$ cat src/rtl/mem_arbiter.sv
// Round-robin arbiter giving three requesters turns on one shared 8-bit memory port.
// Each transaction runs IDLE -> ACCESS (until mem_ready or TIMEOUT wait cycles) -> COMPLETE -> IDLE.
module mem_arbiter #(
    parameter int unsigned TIMEOUT = 15
) (
    input  logic        clk,
    input  logic        reset,
    input  logic [2:0]  req,
    input  logic [2:0]  we_in,
    input  logic [23:0] addr_in,
    input  logic [23:0] wdata_in,
    output logic [2:0]  gnt,
    output logic [2:0]  done,
    output logic        err,
    output logic [7:0]  rdata,
    output logic        mem_en,
    output logic        mem_we,
    output logic [7:0]  mem_addr,
    output logic [7:0]  mem_wdata,
    input  logic [7:0]  mem_rdata,
    input  logic        mem_ready,
    output logic        busy
);
    typedef enum logic [1:0] {
        IDLE     = 2'd0,
        ACCESS   = 2'd1,
        COMPLETE = 2'd2
    } state_t;

    // Wait count seen in the final permitted ACCESS cycle.
    localparam logic [7:0] WAIT_LAST = 8'(TIMEOUT - 1);

    state_t     state_q, state_d;
    logic [2:0] gnt_q, gnt_d;
    logic       err_q, err_d;
    logic [7:0] rdata_q, rdata_d;
    logic [7:0] wait_q, wait_d;
    logic [1:0] last_q, last_d;
    logic       we_q, we_d;
    logic [7:0] addr_q, addr_d;
    logic [7:0] wdata_q, wdata_d;
    logic [1:0] win_idx;

    // Search starts just after the last served requester, wrapping 0->1->2->0.
    always_comb begin
        win_idx = 2'd0;
        case (last_q)
            2'd0:    win_idx = req[1] ? 2'd1 : (req[2] ? 2'd2 : 2'd0);
            2'd1:    win_idx = req[2] ? 2'd2 : (req[0] ? 2'd0 : 2'd1);
            default: win_idx = req[0] ? 2'd0 : (req[1] ? 2'd1 : 2'd2);
        endcase
    end

    always_comb begin
        state_d = state_q;
        gnt_d   = gnt_q;
        err_d   = err_q;
        rdata_d = rdata_q;
        wait_d  = wait_q;
        last_d  = last_q;
        we_d    = we_q;
        addr_d  = addr_q;
        wdata_d = wdata_q;
        case (state_q)
            IDLE: begin
                if (|req) begin
                    gnt_d   = 3'b001 << win_idx;
                    we_d    = we_in[win_idx];
                    addr_d  = addr_in[{win_idx, 3'b000} +: 8];
                    wdata_d = wdata_in[{win_idx, 3'b000} +: 8];
                    wait_d  = 8'd0;
                    state_d = ACCESS;
                end
            end
            ACCESS: begin
                if (mem_ready) begin
                    if (!we_q) begin
                        rdata_d = mem_rdata;
                    end
                    err_d   = 1'b0;
                    state_d = COMPLETE;
                end else begin
                    wait_d = wait_q + 8'd1;
                    if (wait_q == WAIT_LAST) begin
                        err_d   = 1'b1;
                        state_d = COMPLETE;
                    end
                end
            end
            COMPLETE: begin
                last_d  = gnt_q[0] ? 2'd0 : (gnt_q[1] ? 2'd1 : 2'd2);
                gnt_d   = 3'b000;
                err_d   = 1'b0;
                state_d = IDLE;
            end
            default: begin
                gnt_d   = 3'b000;
                err_d   = 1'b0;
                state_d = IDLE;
            end
        endcase
    end

    always_ff @(posedge clk or posedge reset) begin
        if (reset) begin
            state_q <= IDLE;
            gnt_q   <= 3'b000;
            err_q   <= 1'b0;
            rdata_q <= 8'h00;
            wait_q  <= 8'd0;
            last_q  <= 2'd2;
            we_q    <= 1'b0;
            addr_q  <= 8'h00;
            wdata_q <= 8'h00;
        end else begin
            state_q <= state_d;
            gnt_q   <= gnt_d;
            err_q   <= err_d;
            rdata_q <= rdata_d;
            wait_q  <= wait_d;
            last_q  <= last_d;
            we_q    <= we_d;
            addr_q  <= addr_d;
            wdata_q <= wdata_d;
        end
    end

    assign gnt       = gnt_q;
    assign done      = (state_q == COMPLETE) ? gnt_q : 3'b000;
    assign err       = err_q;
    assign rdata     = rdata_q;
    assign mem_en    = (state_q == ACCESS);
    assign mem_we    = (state_q == ACCESS) && we_q;
    assign mem_addr  = addr_q;
    assign mem_wdata = wdata_q;
    assign busy      = (state_q != IDLE);

endmodule
$ cat config.mk
export PLATFORM = sky130hd
export DESIGN_NAME = mem_arbiter
export DESIGN_NICKNAME = d
export VERILOG_FILES = /design/src/rtl/mem_arbiter.sv
export SDC_FILE = /design/constraint.sdc
export NUM_CORES = 1
export LEC_CHECK = 0
export BUFFER_PORTS_ARGS = -buffer_cell sky130_fd_sc_hd__buf_2
export CAP_MARGIN = 30
export CELL_PAD_IN_SITES_DETAIL_PLACEMENT = 1
export CELL_PAD_IN_SITES_GLOBAL_PLACEMENT = 1
export CORE_ASPECT_RATIO = 0.5
export CORE_MARGIN = 4
export CORE_UTILIZATION = 37
export CTS_CLUSTER_SIZE = 14
export DETAILED_ROUTE_END_ITERATION = 8
export PLACE_DENSITY_LB_ADDON = 0.15
export SKIP_LAST_GASP = 1
export SYNTH_ARGS = -nofsm -noshare
export SYNTH_HDL_FRONTEND = slang
export SYNTH_SLANG_ARGS = --single-unit
export TNS_END_PERCENT = 20
$ cat constraint.sdc
create_clock -name clk -period 3.6 [get_ports clk]
set_clock_uncertainty 0.2 [all_clocks]
set_input_delay 0.18 -clock clk [delete_from_list [all_inputs] [get_ports clk]]
set_output_delay 0.18 -clock clk [all_outputs]
set_load 0.03 [all_outputs]
-- Word level (Yosys, flattened, before mapping)
Index checks and enable logic that the tools add are counted.
- input port bits: 65
- register bits: 41
- logic and storage cells: 60
- output and inout port bits: 34
- equality and inequality tests: 7
- add/sub/neg operators: 1
- bitwise operators: 3
- multiplexer cells: 24
- order comparisons: 1
- reduce and logical (&&, ||, !) cells: 12
- shifts and indexed selects: 3
- operators with widths (operator ; count):
    indexed part select 24 x 6 -> 8 bit ; 2
    2-to-1 mux 2 bit ; 10
    2-to-1 mux 8 bit ; 2
    one-hot mux 8 bit (2 select lines) ; 1
    adder 8 x 1 -> 8 bit, second input constant ; 1
    == test 8 x 4 -> 1 bit, second input constant ; 1
    one-hot mux 2 bit (2 select lines) ; 2
    AND reduction 2 bit ; 4
    2-to-1 mux 3 bit ; 2
    one-hot mux 3 bit (2 select lines) ; 1
    AND reduction 3 bit ; 2
    == test 2 x 1 -> 1 bit, second input constant ; 2
    zero test 2 bit ; 2
    2-to-1 mux 1 bit ; 4
    != test 2 bit, second input constant ; 2
    nonzero test 2 bit ; 2
    less-than comparator 2 x 3 -> 1 bit, second input constant ; 1
    != test 3 x 1 -> 1 bit, second input constant ; 1
    inverter 1 bit ; 3
    OR reduction 3 bit ; 1
    left shift 1 x 2 -> 3 bit, first input constant ; 1
    binary-select mux 1 bit (select 2 bit) ; 1
    == test 2 bit, second input constant ; 1
    one-hot mux 1 bit (2 select lines) ; 1
    logical AND 1 bit ; 1

-- Depth between registers and ports, before layout
- depth in word-level cells: 6
- mapped depth: 7

-- Worst setup path before layout
Ideal clock, no wire load.
- kind: flip-flop to flip-flop
- from: register state_q[1]
- to: register addr_q[0] (netlist: mem_addr[0])
- data arrival time: 1.485 ns
- setup slack: 1.833 ns
- stages on the path, launching flop included: 7
- setup time: 0.083 ns
- data required time: 3.317 ns
- period minus slack after synthesis: 1.767 ns
- path buffers: 2
- cell sequence: dfrtp_1 -> buf_6 -> nor2_1 -> inv_1 -> a211o_1 -> clkbuf_1 -> o21ai_0
- word-level cells in the longest chain between the ends: 2
- RTL lines (what ; RTL line ; source):
    from (decl) ; 33 ; state_t state_q, state_d;
    from (signal assigned) ; 116 ; state_q <= state_d;
    zero test 2 bit ; 64 ; case (state_q)
    AND reduction 2 bit (no source line) ; n/a ;
    to (signal assigned) ; 123 ; addr_q <= addr_d;
    to (decl) ; 40 ; logic [7:0] addr_q, addr_d;
No other way between the ends.
A chain may end at the register's enable or synchronous reset.

-- Final worst setup path
- from: register last_q[1]
- to: register addr_q[7] (netlist: mem_addr[7])
- word-level cells in the longest chain between the ends: 3
- RTL lines (what ; RTL line ; source):
    from (decl) ; 38 ; logic [1:0] last_q, last_d;
    from (signal assigned) ; 121 ; last_q <= last_d;
    == test 2 x 1 -> 1 bit or zero test 2 bit (tied branches) ; 47 ; case (last_q)
    one-hot mux 2 bit (2 select lines) * ; 47 ;
    indexed part select 24 x 6 -> 8 bit * ; 69 ; addr_d = addr_in[{win_idx, 3'b000} +: 8];
Mark *: on every way between the ends. The rest lies on a longest branch, timed or not.

==> qor.yml <==
finish:
  final.fill_count: 588
  fin_util: 0.591
  layout-drive-gt1-share: 0.379
  diodes: 0
  multiInputGateArea_um2: 955
  area_growth_pct: 47.2
  fin_nets: 384
  regArea_um2: 1030
  final_cells: 387
place:
  dp_cells: 343
  hpwlAfterDp_mm: 4.41
  gp_congestion: 0.777
  port_buffers: 98
setup_path:
  critPathKind: "reg -> reg"
  cp.arrival_ns: 2.80
  crit_required_ns: 3.57
  end_kind: "register"
  cp-start-kind: "register"
  path_max_fanout: 10
die:
  start_util: 0.401
  core_um2: 5160
  die_x_um: 114
  ios: 99
  rows: 18
  die_y_um: 60.9
  die-area_um2: 6930
clock_network:
  cts_sinks: 41
  cts_buffer_depth: 2
  cts_tree: "done"
  insertion_delay_ns: 0.29
  h-tree-depth: 2
  cts_root_buf: "clkbuf_8"
  cts_made_buffers: 5
  clk_pin_slew_ns: 0.08
yosys:
  ys.flop_type: "dfrtp_1"
  synth_common_cells: "dfrtp_1 (40), o21ai_0 (20), a32oi_1 (17), mux2i_1 (17), nand2_1 (11)"
  yosys_warnings: 0
  synthCells: 184
  synth_seq_cells: 41
  synth_area_leaders: "dfrtp_1 (48%), mux2i_1 (8.2%), a32oi_1 (7.2%)"
  synth_most_common_cell: "dfrtp_1"
  syn_avg_cell_area_um2: 11.2
  ys_seq_area_frac: 0.496
  ys_async_sr_fraction: 1.00
  syn_nets: 251
  synth.top_cell.area_share: 0.484
  synthDistinctLibCells: 40
  syn_area_um2: 2070
  synth_top_area_cell: "dfrtp_1"
  synth_edf_count: 0
timing:
  maxSlewViolCount: 0
  hold_violations: 0
  tightest_slew_ns: 0.886
  max_slew_margin: 0.409
  rsz0062_at_grt: "false"
  setup_viol: 0
  finalSetupTns_ns: 0
  timing.fmax_ghz: 0.354
  fin_crit_sh: 0.784
  min_period_ns: 2.82
routing:
  routed_wl_mm: 6.84
  via_per_inst: 5.27
  post_drt_wl_per_cell_um: 17.7
  drc: 0
  drtPass1Iterations: 4
  first_iter_violations: 39
  final_antenna_net_count: 0
  vias: 2039
min_path:
  worst_hold_path_type: "in -> reg"
global_route:
  grt_pass1_wl_mm: 11.1
  antenna_found_initial: 0
  grt_usage: 0.206
  overflow: 0
  grt_pass1_vias: 2218
  grt_start_max_net_pins: 42
flow_run:
  maxCapViolations: 0
power:
  max-vdd-ir-drop_mv: 0.354
  p_per_area_nw_per_um2: 791
  power_leakage_nw: 1.53
status:
  status: "finished clean"
[cell families (layout without fill, tap and decap cells)]
group / after synthesis / count (layout) / share of synthesized area
compound gates: 50 / 50 / 0.167
xor+xnor: 6 / 6 / 0.0254
fa+ha+maj: 2 / 2 / 0.0121
buf+inv: 15 / 148 / 0.0447
flops: 41 / 41 / 0.496
mux: 25 / 25 / 0.126
simple gates: 45 / 45 / 0.129
[layout by cell type, fill, tap and decap left out, types with 2 or more instances in the layout]
cell,count
o21ai_0,20
a22o_1,2
nor2b_1,2
nand3_1,3
xor2_1,3
a21oi_1,3
dfrtp_1,40
and2_1,6
a211oi_1,2
clkbuf_8,6
nor3_1,2
buf_4,2
inv_1,3
xnor2_1,3
ha_1,2
nand2_1,11
a32oi_1,17
mux2_2,8
mux2i_1,17
nand4_1,2
buf_2,98
dlygate4sd3_1,37
nor2_1,9
[sequential cells by signal, summed over array words and instances, names as in the netlist]
signal,flops
we_q,1
mem_addr,8
gnt,3
wait_q,8
err,1
last_q,2
rdata,8
state_q,2
mem_wdata,8
[worst max-delay path, stage by stage, from the launching register on]
cell and delay (ns):
dfstp_2 0.59, nor2b_1 0.10, a22oi_2 0.52, buf_4 0.34, mux2i_1 0.25, o21ai_0 0.11, dlygate4sd3_1 0.59
[repair_timing]
action	4_1_cts	5_1_grt
gates resized for setup	0	0
hold endpoints to repair	67	0
hold buffers	37	0
buffers inserted	0	0
[through the flow]
step	total power [W]	hold slack [ns]	setup WS [ns]	area, um^2
after global routing	0.00257	0.0321	0.623	3050
after floorplan	0.00162	0.0727	1.83	2070
after CTS	0.00240	0.000929	0.823	3050
after global placement	0.00192	0.132	1.48	2590
after detailed placement	0.00196	0.133	1.34	2590
final	0.00241	0.00816	0.777	3050
[area by class of cell]
| class | instances | area share |
|---|---|---|
| inverters | 4 | 0.00493 |
| well taps | 70 | 0.0287 |
| multi-input cells | 128 | 0.313 |
| repair buffers | 137 | 0.287 |
| clock buffers | 7 | 0.0283 |
| flip-flops and latches | 41 | 0.337 |
[report_power, final]
group	switching, W	internal [W]
combinational	0.000813	0.000488
sequential	0.000150	0.000649
clock	0.000155	0.000152
total	0.00112	0.00129
[per-layer routing]
metal | routed length [um] | GRT usage | up-vias
met1 | 2820 | 0.241 | 1016
met5 | 0 | 0 | -
li1 | - | - | 944
met4 | 39 | 0.0342 | 0
met3 | 436 | 0.0568 | 6
met2 | 3550 | 0.395 | 73
[final timing paths]
| kind | start | end | slack [ns] | depth (start not counted) |
|---|---|---|---|---|
| hold / removal | we_in[2] | we_q | 0.008 | 3 |
| setup / recovery | last_q[1] | mem_addr[7] | 0.78 | 6 |
| hold reg to reg | rdata[5] | rdata[5] | 0.31 | 1 |
| max in group asynchronous | reset | last_q[1] | 2.47 | 4 |
| min in group asynchronous | reset | wait_q[3] | 0.35 | 4 |
| setup reg to reg | last_q[1] | mem_addr[7] | 0.78 | 6 |
(Power assumes the default switching activity.)
